**src/rtl/crossbar_4x4_bg_arbiter_pkg.sv**
```systemverilog
// Shared widths and helpers for the 4x4 LSU <-> bank-group crossbar sequencer.
package crossbar_4x4_bg_arbiter_pkg;

  localparam int N_PORT       = 4;
  localparam int SEL_W        = 2;
  localparam int READ_LAT_DEF = 2;

  typedef logic [SEL_W-1:0] idx_t;

  // Target bank group of LSU i from the packed lsu_bg bus.
  function automatic idx_t bg_of(input logic [N_PORT*SEL_W-1:0] bg, input int i);
    return bg[i*SEL_W +: SEL_W];
  endfunction

endpackage

```
**src/rtl/crossbar_4x4_bg_arbiter_rr_arb4.sv**
```systemverilog
// Four-way round-robin pick: first requester at or after ptr, wrapping mod 4.
module rr_arb4
  import crossbar_4x4_bg_arbiter_pkg::*;
(
  input  logic [N_PORT-1:0] req,
  input  idx_t              ptr,
  output logic [N_PORT-1:0] grant,
  output idx_t              winner,
  output logic              any
);

  idx_t cand;

  // Walk offsets from farthest to nearest so the closest requester wins last.
  always_comb begin
    cand   = '0;
    winner = ptr;
    any    = 1'b0;
    for (int k = N_PORT - 1; k >= 0; k--) begin
      cand = ptr + idx_t'(k);
      if (req[cand]) begin
        winner = cand;
        any    = 1'b1;
      end
    end
    grant = any ? (N_PORT'(1) << winner) : '0;
  end

endmodule

```
**src/rtl/crossbar_4x4_bg_arbiter.sv**
```systemverilog
// Per-BG round-robin arbitration, registered crossbar controls and read-return steering.
// Handshake: lsu_grant[i] is a same-cycle ready; a request transfers on a cycle with lsu_valid[i] & lsu_grant[i].
module crossbar_4x4_bg_arbiter
  import crossbar_4x4_bg_arbiter_pkg::*;
#(
  parameter int READ_LAT = READ_LAT_DEF
) (
  input  logic                      clk,
  input  logic                      rst,
  input  logic [N_PORT-1:0]         lsu_valid,
  input  logic [N_PORT-1:0]         lsu_we,
  input  logic [N_PORT*SEL_W-1:0]   lsu_bg,
  input  logic [N_PORT-1:0]         bg_stall,
  output logic [N_PORT-1:0]         lsu_grant,
  output logic [N_PORT-1:0]         bg_en_q,
  output logic [N_PORT-1:0]         bg_we_q,
  output logic [N_PORT*SEL_W-1:0]   bg_src_q,
  output logic [N_PORT-1:0]         rsp_valid_q,
  output logic [N_PORT*SEL_W-1:0]   rsp_src_q
);

  logic [N_PORT-1:0] req [N_PORT];
  logic [N_PORT-1:0] win_oh [N_PORT];
  idx_t              win_idx [N_PORT];
  logic [N_PORT-1:0] win_any;
  idx_t              ptr_q [N_PORT];
  logic              ret_v [N_PORT];
  idx_t              ret_id [N_PORT];
  logic              dup_ret;

  always_comb begin
    for (int j = 0; j < N_PORT; j++) begin
      for (int i = 0; i < N_PORT; i++) begin
        req[j][i] = ~rst & ~bg_stall[j] & lsu_valid[i] & (bg_of(lsu_bg, i) == idx_t'(j));
      end
    end
  end

  for (genvar j = 0; j < N_PORT; j++) begin : g_arb
    rr_arb4 u_arb (
      .req    (req[j]),
      .ptr    (ptr_q[j]),
      .grant  (win_oh[j]),
      .winner (win_idx[j]),
      .any    (win_any[j])
    );
  end

  // An LSU names a single BG, so at most one arbiter can pick it.
  always_comb begin
    lsu_grant = '0;
    for (int j = 0; j < N_PORT; j++) lsu_grant = lsu_grant | win_oh[j];
  end

  always_ff @(posedge clk) begin
    if (rst) begin
      bg_en_q  <= '0;
      bg_we_q  <= '0;
      bg_src_q <= '0;
      for (int j = 0; j < N_PORT; j++) ptr_q[j] <= '0;
    end else begin
      for (int j = 0; j < N_PORT; j++) begin
        if (win_any[j]) begin
          bg_en_q[j]                   <= 1'b1;
          bg_we_q[j]                   <= lsu_we[win_idx[j]];
          bg_src_q[j*SEL_W +: SEL_W]   <= win_idx[j];
          ptr_q[j]                     <= win_idx[j] + idx_t'(1);
        end else begin
          bg_en_q[j] <= 1'b0;
          bg_we_q[j] <= 1'b0;
        end
      end
    end
  end

  // The issue register acts as the first return stage; READ_LAT-1 more stages follow.
  for (genvar j = 0; j < N_PORT; j++) begin : g_ret
    if (READ_LAT == 1) begin : g_direct
      assign ret_v[j]  = bg_en_q[j] & ~bg_we_q[j];
      assign ret_id[j] = bg_src_q[j*SEL_W +: SEL_W];
    end else begin : g_pipe
      logic [READ_LAT-2:0] v_sr;
      idx_t                id_sr [READ_LAT-1];
      always_ff @(posedge clk) begin
        if (rst) begin
          v_sr <= '0;
        end else begin
          v_sr[0] <= bg_en_q[j] & ~bg_we_q[j];
          for (int k = 1; k < READ_LAT - 1; k++) v_sr[k] <= v_sr[k-1];
        end
        id_sr[0] <= bg_src_q[j*SEL_W +: SEL_W];
        for (int k = 1; k < READ_LAT - 1; k++) id_sr[k] <= id_sr[k-1];
      end
      assign ret_v[j]  = v_sr[READ_LAT-2];
      assign ret_id[j] = id_sr[READ_LAT-2];
    end
  end

  always_ff @(posedge clk) begin
    if (rst) begin
      rsp_valid_q <= '0;
      rsp_src_q   <= '0;
    end else begin
      for (int i = 0; i < N_PORT; i++) begin
        rsp_valid_q[i] <= 1'b0;
        for (int j = 0; j < N_PORT; j++) begin
          if (ret_v[j] && ret_id[j] == idx_t'(i)) begin
            rsp_valid_q[i]             <= 1'b1;
            rsp_src_q[i*SEL_W +: SEL_W] <= idx_t'(j);
          end
        end
      end
    end
  end

  always_comb begin
    dup_ret = 1'b0;
    for (int a = 0; a < N_PORT; a++) begin
      for (int b = a + 1; b < N_PORT; b++) begin
        if (ret_v[a] && ret_v[b] && ret_id[a] == ret_id[b]) dup_ret = 1'b1;
      end
    end
  end

  // Fixed latency plus one grant per LSU per cycle makes a double return impossible.
  a_no_dup_ret: assert property (@(posedge clk) disable iff (rst) !dup_ret);

endmodule

```
**config.mk**
```make
export PLATFORM = sky130hd
export DESIGN_NAME = crossbar_4x4_bg_arbiter
export DESIGN_NICKNAME = d
export VERILOG_FILES = /design/src/rtl/crossbar_4x4_bg_arbiter_pkg.sv /design/src/rtl/crossbar_4x4_bg_arbiter_rr_arb4.sv /design/src/rtl/crossbar_4x4_bg_arbiter.sv
export SDC_FILE = /design/constraint.sdc
export NUM_CORES = 1
export LEC_CHECK = 0
export CAP_MARGIN = 25
export CORE_MARGIN = 4
export CORE_UTILIZATION = 51
export CTS_CLUSTER_SIZE = 12
export DETAILED_ROUTE_END_ITERATION = 8
export GPL_ROUTABILITY_DRIVEN = 0
export PLACE_DENSITY = 0.79
export SYNTH_ARGS = -nofsm -noshare
export SYNTH_HDL_FRONTEND = slang
export SYNTH_HIERARCHICAL = 1
export SYNTH_SLANG_ARGS = --single-unit
```
**constraint.sdc**
```tcl
create_clock -name clk -period 4 [get_ports clk]
set_input_delay 0.6 -clock clk [delete_from_list [all_inputs] [get_ports clk]]
set_output_delay 0.6 -clock clk [all_outputs]
set_load 0.01 [all_outputs]
```
==> flow_summary_export.csv <==
group,metric,value,unit
status,status,"finished, final reports clean",
yosys,synth_edf_count,8,
timing,slew_viol_final,0,
clock_network,cts_resized,0,
grt,grt_pass1_wl,11100,µm
clock_network,clk_path_buf_depth,2,
clock_network,clk_pin_slew,80,ps
yosys,syn_nets,318,
clock_network,post_cts_buffers,0,
timing,finalSetupTns,0,ps
timing,worst_pin_slew,572,ps
timing,fin_worst_skew,4.33,ps
yosys,ys_warn_count,6,
yosys,ys_ff_latch,48,
clock_network,cts_tree,"yes",
drt,viasPerCell,5.77,
yosys,synthArstFlopShare,0,%
yosys,netlist_instances,296,
finish,fillers,441,
drt,ant_nets,0,
placed_design,port_buffers,53,
grt,grt_overflow,0,
timing,finalHoldViolCount,0,
finish,nNetsFinal,380,
grt,track_usage,21.8,%
grt,first_global_vias,2343,
grt,grt_max_degree,33,
floorplanning,start_util,52.3,%
grt,antenna_found_initial,0,
yosys,synthesis.area,0.00267,mm²
drt,wl,6550,µm
drt,drc,0,
timing,rsz0062_at_grt,"false",
finish,syn2layout_area_growth,27.1,%
finish,antenna_cells,0,
critical_path,criticalPathCategory,"input pin to output pin",
clock_network,h-tree-depth,2,
critical_path,critPathRequiredTime,3400,ps
yosys,syn_avg_cell_area,9.02,µm²
floorplanning,coreArea,0.00511,mm²
floorplanning,die_h,80.4,µm
pwr,power_density,290,mW/mm²
timing,setup_viol,0,
yosys,synth_cell_type_count,43,
floorplanning,pin_count,54,
critical_path,endpoint_kind,"output pin",
critical_path,critPathArrivalTime,3180,ps
min_path,hp-class,"flop to flop",
drt,dr.pass1.iters,5,
timing,whs,376,ps
yosys,yosysSeqAreaShare,39.0,%
clock_network,cts-root-buf,"clkbuf_8",
clock_network,cts_hold_buf,0,
pwr,p_leak,1.23,nW
run,maxCapViolCount,0,
drt,first_iter_violations,235,
drt,avgRoutedWirePerCell,15.3,µm
clock_network,cts_sinks,48,
pwr,peakVddDrop,0.216,mV
drt,vias,2476,
placed_design,dp_hpwl,5100,µm
clock_network,numCtsBuffers,5,
floorplanning,dieArea,0.00646,mm²
timing,relSlewSlack,61.6,%
critical_path,cp_max_fo,7,
floorplanning,rows,26,
floorplanning,die_w,80.4,µm
critical_path,start_kind,"input pin",
timing,max_freq,264,MHz
clock_network,insertion_delay,290,ps
timing,layout_min_cycle_time,3780,ps
timing,period_share,94.6,%
finish,drive_above_1_share,10.9,%
yosys,ys.flop_type,"dfxtp_1",
[flip-flops by register name, indices dropped and copies added, names as in the netlist]
| signal | cells |
|---|---|
| rsp_valid_q | 4 |
| rsp_src_q | 8 |
| bg_src_q | 8 |
| g_ret.g_pipe.id_sr | 8 |
| bg_en_q | 4 |
| g_ret.g_pipe.v_sr | 4 |
| bg_we_q | 4 |
| ptr_q | 8 |
[area by class of cell]
class / count / area (µm²) / share of cell area, %
Sequential cell: 48 / 1040 / 30.7
Timing Repair Buffer: 63 / 606 / 17.8
Clock inverter: 1 / 6.26 / 0.184
Multi-Input combinational cell: 232 / 1540 / 45.3
Tap cell: 70 / 87.6 / 2.58
Clock buffer: 7 / 86.3 / 2.54
Inverter: 8 / 30.0 / 0.885
[kinds of logic (layout without fill, tap and decap cells)]
group                  count (synthesis)  in the layout  synth area share, %
AND/OR/NAND/NOR                      156            156                 34.8
AO/OA/AOI/OAI                         60             60                 15.1
flip-flops                            48             48                 39.0
buffers and inverters                 16             79                 3.47
multiplexers                          12             12                 6.37
XOR/XNOR                               4              4                 1.31
[metrics by stage]
stage / cell area [µm²] / setup WS [ps] / power [mW] / std cells / util, %
after floorplan: 2670 / 708 / 0.633 / 296 / -
after global placement: 3300 / 254 / 0.695 / 421 / 64.6
after detailed placement: 3300 / 216 / 0.698 / 421 / 64.6
after CTS: 3390 / 220 / 0.991 / 429 / 66.5
after global routing: 3390 / 25.5 / 1.03 / 429 / 66.5
final: 3390 / 217 / 0.984 / 429 / 66.5
[power breakdown]
part / internal, mW / switching, mW
Clock: 0.141 / 0.155
Combinational: 0.0870 / 0.0740
Sequential: 0.508 / 0.0193
[metal layers]
metal	routed length, µm	global-route usage [%]	vias to the layer above
li1	-	-	1224
met3	341	4.93	0
met4	0	2.70	0
met2	3300	36.7	86
met5	0	0	-
met1	2910	29.5	1166
[cell usage after synthesis, types with 2 or more instances]
cell	count	share of area, %
dfxtp_1	40	30
and2_1	2	0.47
o211ai_1	2	0.56
buf_2	2	0.37
nor4b_1	4	1.3
nor2_1	37	5.2
nor4_1	2	0.47
nand3b_1	16	4.5
o21ai_1	4	0.75
edfxtp_1	8	9.0
and4b_1	3	1.1
a31oi_1	2	0.47
nand2_1	14	2.0
nor3_1	3	0.56
o21ai_0	6	1.1
or4_1	4	1.1
a22oi_1	4	1.1
o21a_1	3	0.84
nand2b_1	20	4.7
mux2i_1	8	3.0
o221a_2	8	3.4
mux4_2	4	3.4
and4_1	3	0.98
buf_6	4	1.7
o22ai_1	4	0.94
nand4b_1	4	1.3
a311oi_1	2	0.66
nor2b_1	10	2.3
xnor2_1	4	1.3
inv_1	8	1.1
nand3_1	14	2.6
a21oi_1	22	4.1
nor3b_1	8	2.2
or3_1	4	0.94
clkbuf_1	2	0.28
or2_2	4	0.94
[worst max-delay path: stages]
cell             delay [ps]
clkdlybuf4s50_1         450
buf_4                   180
nor2_1                  160
and4b_1                 360
nand2b_1                160
a21oi_1                 170
o21ai_0                 100
or4_1                   520
clkdlybuf4s50_1         490
[worst paths after layout]
check               from                           to  slack, ps  cells past startpoint
max                  rst                 lsu_grant[2]        220                      9
min          bg_src_q[3]  g_ret[1].g_pipe.id_sr[0][1]        380                      0
max reg2reg  ptr_q[1][1]                   bg_we_q[1]       1980                      5
min reg2reg  bg_src_q[3]  g_ret[1].g_pipe.id_sr[0][1]        380                      0
[cells in the final DEF, fill, tap and decap left out, drive strengths merged, types with 5 or more instances in the layout]
| master | instances |
|---|---|
| a21oi | 23 |
| buf | 10 |
| clkbuf | 7 |
| clkdlybuf4s50 | 53 |
| dfxtp | 40 |
| edfxtp | 8 |
| inv | 9 |
| mux2i | 8 |
| nand2 | 14 |
| nand2b | 20 |
| nand3 | 14 |
| nand3b | 16 |
| nor2 | 37 |
| nor2b | 11 |
| nor3b | 9 |
| o21ai | 10 |
| o221a | 8 |
| or2 | 5 |
No activity file was read; power rests on OpenSTA's default activity.
